## src/rtl/ltc2195_emulator.sv

```systemverilog
// LTC2195 transmit-side emulator: 4-lane SDR serializer for two 16-bit
// channels plus a frame lane, and the 16-bit SPI register slave that
// controls output formatting, test pattern and lane mode.
module ltc2195_emulator #(
  parameter int N_LANES         = 4,
  parameter int SCK_SYNC_STAGES = 2
) (
  input  logic               clk_in,
  input  logic               rst_in,
  input  logic [15:0]        ADC0_in,
  input  logic [15:0]        ADC1_in,
  output logic               frame_strobe_out,
  output logic [N_LANES-1:0] D0_out,
  output logic [N_LANES-1:0] D1_out,
  output logic               FR_out,
  input  logic               spi_scs_in,
  input  logic               spi_sck_in,
  input  logic               spi_sdi_in,
  output logic               spi_sdo_out,
  output logic               mode_err_out
);

  localparam logic [1:0] ST_IDLE = 2'd0;
  localparam logic [1:0] ST_CMD  = 2'd1;
  localparam logic [1:0] ST_DATA = 2'd2;
  localparam logic [1:0] ST_DONE = 2'd3;

  // ---------------------------------------------------------------------
  // Frame timing
  // ---------------------------------------------------------------------
  logic [1:0]  r_cnt;
  logic        w_capture;
  logic        r_fr;
  logic        r_mode_err;
  logic        w_bad_mode;

  // Control registers (reg0 is write-only: only its soft-reset bit acts)
  logic [7:0]  r_reg1;
  logic [7:0]  r_reg2;
  logic [7:0]  r_reg3;
  logic [7:0]  r_reg4;
  logic        r_soft_rst;
  logic [15:0] w_pattern;

  assign w_capture        = (r_cnt == 2'd3);
  assign frame_strobe_out = w_capture;
  assign w_bad_mode       = (r_reg2[1:0] != 2'b01);
  assign w_pattern        = {r_reg3[5:0], r_reg4, 2'b00};
  assign FR_out           = r_fr;
  assign mode_err_out     = r_mode_err;

  // Free-running 2-bit frame position counter
  always_ff @(posedge clk_in or posedge rst_in) begin
    if (rst_in) r_cnt <= 2'd0;
    else        r_cnt <= r_cnt + 2'd1;
  end

  // Frame lane (1,1,0,0 per frame) and lane-mode flag latched at the frame boundary
  always_ff @(posedge clk_in or posedge rst_in) begin
    if (rst_in) begin
      r_fr       <= 1'b0;
      r_mode_err <= 1'b0;
    end else begin
      r_fr <= (r_cnt == 2'd3) || (r_cnt == 2'd0);
      if (w_capture) r_mode_err <= w_bad_mode;
    end
  end

  // ---------------------------------------------------------------------
  // Per-channel formatter and lane serializer
  // ---------------------------------------------------------------------
  genvar gi;
  generate
    for (gi = 0; gi < 2; gi++) begin : g_ch
      logic [15:0] w_adc;
      logic [15:0] w_fmt;
      logic [15:0] w_src;
      logic [15:0] r_shift;
      logic [3:0]  r_lanes;
      logic        w_blank;

      assign w_adc   = (gi == 0) ? ADC0_in : ADC1_in;
      // Mode used for this bit: the freshly latched one on the load cycle
      assign w_blank = w_capture ? w_bad_mode : r_mode_err;
      // New word on the capture cycle, otherwise continue the current one
      assign w_src   = w_capture ? w_fmt : r_shift;

      // Output format: test pattern > two's complement > offset binary
      always_comb begin
        w_fmt = {~w_adc[15], w_adc[14:0]};
        if (r_reg3[7])      w_fmt = w_pattern;
        else if (r_reg1[5]) w_fmt = w_adc;
      end

      // Each cycle emits W[15],W[14],W[7],W[6] and shifts the word left by 2
      always_ff @(posedge clk_in or posedge rst_in) begin
        if (rst_in) begin
          r_shift <= 16'd0;
          r_lanes <= 4'd0;
        end else begin
          r_shift <= {w_src[13:0], 2'b00};
          if (w_blank) r_lanes <= 4'd0;
          else         r_lanes <= {w_src[6], w_src[7], w_src[14], w_src[15]};
        end
      end
    end
  endgenerate

  assign D0_out = g_ch[0].r_lanes;
  assign D1_out = g_ch[1].r_lanes;

  // ---------------------------------------------------------------------
  // SPI input synchronizers and edge detection
  // ---------------------------------------------------------------------
  logic [SCK_SYNC_STAGES-1:0] r_scs_sync;
  logic [SCK_SYNC_STAGES-1:0] r_sck_sync;
  logic [SCK_SYNC_STAGES-1:0] r_sdi_sync;
  logic r_scs_d;
  logic r_sck_d;
  logic w_scs;
  logic w_sck;
  logic w_sdi;
  logic w_scs_fall;
  logic w_scs_rise;
  logic w_sck_rise;
  logic w_sck_fall;

  assign w_scs      = r_scs_sync[SCK_SYNC_STAGES-1];
  assign w_sck      = r_sck_sync[SCK_SYNC_STAGES-1];
  assign w_sdi      = r_sdi_sync[SCK_SYNC_STAGES-1];
  assign w_scs_fall = r_scs_d & ~w_scs;
  assign w_scs_rise = ~r_scs_d & w_scs;
  assign w_sck_rise = ~r_sck_d & w_sck;
  assign w_sck_fall = r_sck_d & ~w_sck;

  // Synchronizer chains; chip select idles high so it resets high
  always_ff @(posedge clk_in or posedge rst_in) begin
    if (rst_in) begin
      r_scs_sync <= '1;
      r_sck_sync <= '0;
      r_sdi_sync <= '0;
      r_scs_d    <= 1'b1;
      r_sck_d    <= 1'b0;
    end else begin
      r_scs_sync <= {r_scs_sync[SCK_SYNC_STAGES-2:0], spi_scs_in};
      r_sck_sync <= {r_sck_sync[SCK_SYNC_STAGES-2:0], spi_sck_in};
      r_sdi_sync <= {r_sdi_sync[SCK_SYNC_STAGES-2:0], spi_sdi_in};
      r_scs_d    <= w_scs;
      r_sck_d    <= w_sck;
    end
  end

  // ---------------------------------------------------------------------
  // SPI transfer FSM
  // ---------------------------------------------------------------------
  logic [1:0] r_state;
  logic [3:0] r_bit_cnt;
  logic [6:0] r_sr;
  logic       r_is_read;
  logic [6:0] r_addr;
  logic [7:0] r_sdo_sr;
  logic       r_sdo;
  logic [6:0] w_cmd_addr;
  logic [7:0] w_rd_data;
  logic [7:0] w_wdata;
  logic       w_commit;

  assign w_cmd_addr  = {r_sr[5:0], w_sdi};
  assign w_wdata     = {r_sr[6:0], w_sdi};
  assign w_commit    = (r_state == ST_DATA) && w_sck_rise && (r_bit_cnt == 4'd15) &&
                       !r_is_read && (r_addr <= 7'd4);
  assign spi_sdo_out = r_sdo;

  // Read-back mux; reg0 and unmapped addresses read as zero
  always_comb begin
    w_rd_data = 8'h00;
    case (w_cmd_addr)
      7'd1:    w_rd_data = r_reg1;
      7'd2:    w_rd_data = r_reg2;
      7'd3:    w_rd_data = r_reg3;
      7'd4:    w_rd_data = r_reg4;
      default: w_rd_data = 8'h00;
    endcase
  end

  // Command/data shifting, read-data launch on sck falling edges
  always_ff @(posedge clk_in or posedge rst_in) begin
    if (rst_in) begin
      r_state   <= ST_IDLE;
      r_bit_cnt <= 4'd0;
      r_sr      <= 7'd0;
      r_is_read <= 1'b0;
      r_addr    <= 7'd0;
      r_sdo_sr  <= 8'd0;
      r_sdo     <= 1'b0;
    end else if (w_scs_rise) begin
      // Deselect ends any transfer; a short one never reached the commit
      r_state <= ST_IDLE;
      r_sdo   <= 1'b0;
    end else begin
      case (r_state)
        ST_IDLE: begin
          r_sdo <= 1'b0;
          if (w_scs_fall) begin
            r_state   <= ST_CMD;
            r_bit_cnt <= 4'd0;
            r_is_read <= 1'b0;
          end
        end
        ST_CMD: begin
          if (w_sck_rise) begin
            r_sr      <= {r_sr[5:0], w_sdi};
            r_bit_cnt <= r_bit_cnt + 4'd1;
            if (r_bit_cnt == 4'd7) begin
              r_state   <= ST_DATA;
              r_is_read <= r_sr[6];
              r_addr    <= w_cmd_addr;
              r_sdo_sr  <= r_sr[6] ? w_rd_data : 8'h00;
            end
          end
        end
        ST_DATA: begin
          if (w_sck_rise) begin
            r_sr      <= {r_sr[5:0], w_sdi};
            r_bit_cnt <= r_bit_cnt + 4'd1;
            if (r_bit_cnt == 4'd15) r_state <= ST_DONE;
          end
          if (w_sck_fall && r_is_read) begin
            r_sdo    <= r_sdo_sr[7];
            r_sdo_sr <= {r_sdo_sr[6:0], 1'b0};
          end
        end
        default: ;
      endcase
    end
  end

  // Register file with write commit and one-cycle-delayed soft reset
  always_ff @(posedge clk_in or posedge rst_in) begin
    if (rst_in) begin
      r_reg1     <= 8'h00;
      r_reg2     <= 8'h01;
      r_reg3     <= 8'h00;
      r_reg4     <= 8'h00;
      r_soft_rst <= 1'b0;
    end else begin
      r_soft_rst <= w_commit && (r_addr == 7'd0) && w_wdata[7];
      if (r_soft_rst) begin
        r_reg1 <= 8'h00;
        r_reg2 <= 8'h01;
        r_reg3 <= 8'h00;
        r_reg4 <= 8'h00;
      end else if (w_commit) begin
        case (r_addr)
          7'd1:    r_reg1 <= w_wdata;
          7'd2:    r_reg2 <= w_wdata;
          7'd3:    r_reg3 <= w_wdata;
          7'd4:    r_reg4 <= w_wdata;
          default: ;
        endcase
      end
    end
  end

endmodule

```

## config.mk

```make
export PLATFORM = sky130hd
export DESIGN_NAME = ltc2195_emulator
export DESIGN_NICKNAME = d
export VERILOG_FILES = /design/src/rtl/ltc2195_emulator.sv
export SDC_FILE = /design/constraint.sdc
export NUM_CORES = 1
export LEC_CHECK = 0
export ABC_AREA = 1
export CAP_MARGIN = 10
export CELL_PAD_IN_SITES_DETAIL_PLACEMENT = 0
export CELL_PAD_IN_SITES_GLOBAL_PLACEMENT = 1
export CORE_MARGIN = 1
export CORE_UTILIZATION = 43
export DETAILED_ROUTE_END_ITERATION = 16
export GPL_TIMING_DRIVEN = 0
export PLACE_DENSITY = 0.92
export RECOVER_POWER = 100
export SLEW_MARGIN = 30
export SYNTH_ARGS = -nofsm -noshare
export SYNTH_HDL_FRONTEND = slang
export SYNTH_SLANG_ARGS = --single-unit
```

## constraint.sdc

```tcl
create_clock -name clk_in -period 5.15 [get_ports clk_in]
set_clock_uncertainty 0.15 [all_clocks]
set_input_delay 1.03 -clock clk_in [delete_from_list [all_inputs] [get_ports clk_in]]
set_output_delay 1.03 -clock clk_in [all_outputs]
set_load 0.005 [all_outputs]
```

==> results by group <==
Outcome
  • Status: finished with violations
  • Failing checks: max-capacitance violations, max-slew violations

Floorplanning
  • Core Rows: 39
  • Initial Util: 44.9%
  • Die X: 112 microns
  • Die H: 112 microns
  • Full die area: 12600 sq um
  • Top Ports: 49
  • Core area: 11700 sq um

Power
  • Leakage power: 3.22 nW
  • Power density over the cells: 388 nW/um^2
  • Peak VDD IR: 0.000172 V

Yosys
  • Distinct cell type count after synthesis: 34
  • Mapped Nets: 691
  • Yosys top cell area share: 51.1%
  • Mapped Cells: 646
  • Syn. warnings: 0
  • Top cell type by total area after synthesis: dfrtp_1
  • Flops & latches, synth: 111
  • Register area share after synthesis: 53.1%
  • Synth area leaders: dfrtp_1, nand2_1, nand3_1, inv_1, nor2_1
  • Syn avg cell area: 8.11 sq um
  • Post-Syn Area: 5240 sq um

Placed design
  • Placed cell area: 5930 sq um
  • Dpl hpwl: 9120 microns
  • Final GP Congestion: 0.838
  • I/O Buffers: 48
  • Place WS: 2.68 ns

Global routing
  • Grt ovf: 0
  • Vias in the first global route: 4278
  • Antenna violations before repair: 0
  • Largest net degree at the start of global routing: 66
  • Gr usage total: 21.4%
  • First-pass GRT wire length: 20800 microns

Detailed routing
  • Metal2 WL: 5990 microns
  • Remaining antenna violation count: 0
  • 1st-iter DRT viols: 415
  • Avg Vias per Cell: 5.19
  • Residual DRC: 0
  • Met1 Wirelength: 5670 microns
  • Initial DRT Pass Iterations: 5
  • Top Layer Used: met4
  • Routed WL: 12500 microns
  • Met3 wire len: 617 microns
  • Drt wl/cell: 14.7 microns
  • Vias: 4431

Cells and area
  • Share of cells above drive strength 1: 6.33%
  • N_diodes: 0
  • Nets: 751
  • Finished Core Util: 53.0%
  • Fin area: 6180 sq um
  • Most frequent cells in the layout: nand2_1, dfrtp_1, nand3_1, inv_1, nor2_1
  • Commonest non-fill, non-tap cell in the layout: nand2_1
  • Area Overhead vs Synth: 17.9%

Critical path
  • Setup crit start kind: input port
  • Setup CP Type: input port to asynchronous set/reset pin
  • Critical path's slowest cell: clkinvlp_2
  • Crit end category: asynchronous set/reset pin
  • Critical Path RT: 5.48 ns
  • CP arrival: 3.23 ns
  • Slowest stage delay, CP: 1.23 ns
  • Crit-path cells: dlygate4sd3_1 > clkinvlp_2 > buf_16
  • Crit path max fanout: 65

Hold path
  • Worst min path class: flop to flop

Timing
  • Setup TNS: 0 ns
  • Max-slew violations: 47
  • Final Hold Fails: 0
  • Final setup viols: 0
  • Relative slew slack: -43.2%
  • RSZ-0062 raised after global routing: no
  • Worst slew pin tran: 2.14 ns
  • Highest clock rate: 0.345 GHz
  • Fin crit period: 2.90 ns
  • Final WS setup: 2.25 ns
  • Final Cycle Share: 56.3%

Clocking
  • Post-cts sizing count: 0
  • CTS tree: done
  • CTS buffer count: 9
  • H-tree Lvls: 3
  • Root buffer cell: clkbuf_16
  • Clock latency on the worst-skew pair: 0.36 ns
  • Worst-path clk slew: 0.07 ns
  • CTS Buffer Depth: 2
  • Clock sinks: 111
  • Hold buffers post-CTS: 0
  • Post-CTS setup buffers: 0

Job
  • Max cap viols: 1
-- cells by family (layout without fill, tap and decap cells) --
logic type      after synthesis  count (layout)  synth area share, %
compound gates               46              46                 4.95
fa+ha+maj                     8               8                 1.91
buf+inv                      85             150                 6.33
flops                       111             111                 53.1
xor+xnor                      1               1                0.167
simple gates                394             394                 33.3
mux                           1               1                0.191
-- report_power, final --
group | switching [mW] | leakage, nW | internal, mW
Clock | 0.326 | 0.159 | 0.442
Combinational | 0.434 | 1.63 | 0.193
Sequential | 0.0479 | 1.43 | 0.955
-- worst paths after layout --
kind / startpoint / to / slack (ns) / cells past startpoint
max in group clk_in: r_cnt[0] / frame_strobe_out / 2.26 / 2
hold / removal: r_sdi_sync[0] / r_sdi_sync[1] / 0.20 / 0
hold reg to reg: r_sdi_sync[0] / r_sdi_sync[1] / 0.20 / 0
min in group asynchronous: rst_in / D0_out[2] / 1.53 / 2
setup reg to reg: r_state[0] / r_reg4[6] / 2.49 / 10
setup / recovery: rst_in / r_reg2[0] / 2.25 / 3
-- synthesized netlist by cell type (all sizes together) --
cell type  count
nand2        234
nand3        105
nor3           3
nand3b         1
a22o           2
clkbuf         7
inv           70
dfrtp        107
nor2          46
nand4          3
buf            8
o21ai         32
a21o           1
o211ai         6
a21oi          5
dfstp          4
xor2           1
or2            2
ha             8
mux2i          1
-- final cells by class --
| cell class | count | area [sq um] |
|---|---|---|
| Clock buffer | 10 | 239 |
| Inverter | 70 | 264 |
| Fill cell | 1087 | 5490 |
| Sequential cell | 111 | 2780 |
| Tap cell | 143 | 179 |
| Clock inverter | 6 | 90.1 |
| Timing Repair Buffer | 49 | 508 |
| Multi-Input combinational cell | 450 | 2050 |
| Buffer | 15 | 60.1 |
-- sequential cells by signal, indices dropped and copies added, names as in the netlist, 2 cells and up --
| register | cells |
|---|---|
| r_reg3 | 8 |
| r_state | 2 |
| r_addr | 7 |
| r_reg1 | 8 |
| r_scs_sync | 2 |
| r_reg4 | 8 |
| r_sdi_sync | 2 |
| r_reg2 | 8 |
| r_cnt | 2 |
| D1_out | 4 |
| r_sck_sync | 2 |
| r_bit_cnt | 4 |
| g_ch.r_shift | 28 |
| r_sdo_sr | 8 |
| D0_out | 4 |
| r_sr | 7 |
-- worst max-delay path, delay by kind of cell --
family | cells | cell delay, ns
buf+inv | 3 | 2.14
-- metal layers --
layer	vias up	global-route usage [%]
li1	2168	-
met1	2143	28.4
met2	104	34.4
met3	16	4.86
met4	0	7.91
met5	-	0
-- per-stage QoR --
| step | power, mW | instances | hold slack [ns] |
|---|---|---|---|
| floorplan | 1.47 | 646 | 0.181 |
| global placement | 1.63 | 837 | 0.186 |
| detailed placement | 1.65 | 838 | 0.185 |
| CTS | 2.42 | 854 | 0.201 |
| global route | 2.53 | 854 | 0.222 |
| finish | 2.40 | 854 | 0.201 |
Power figures use the tool's default switching activity.
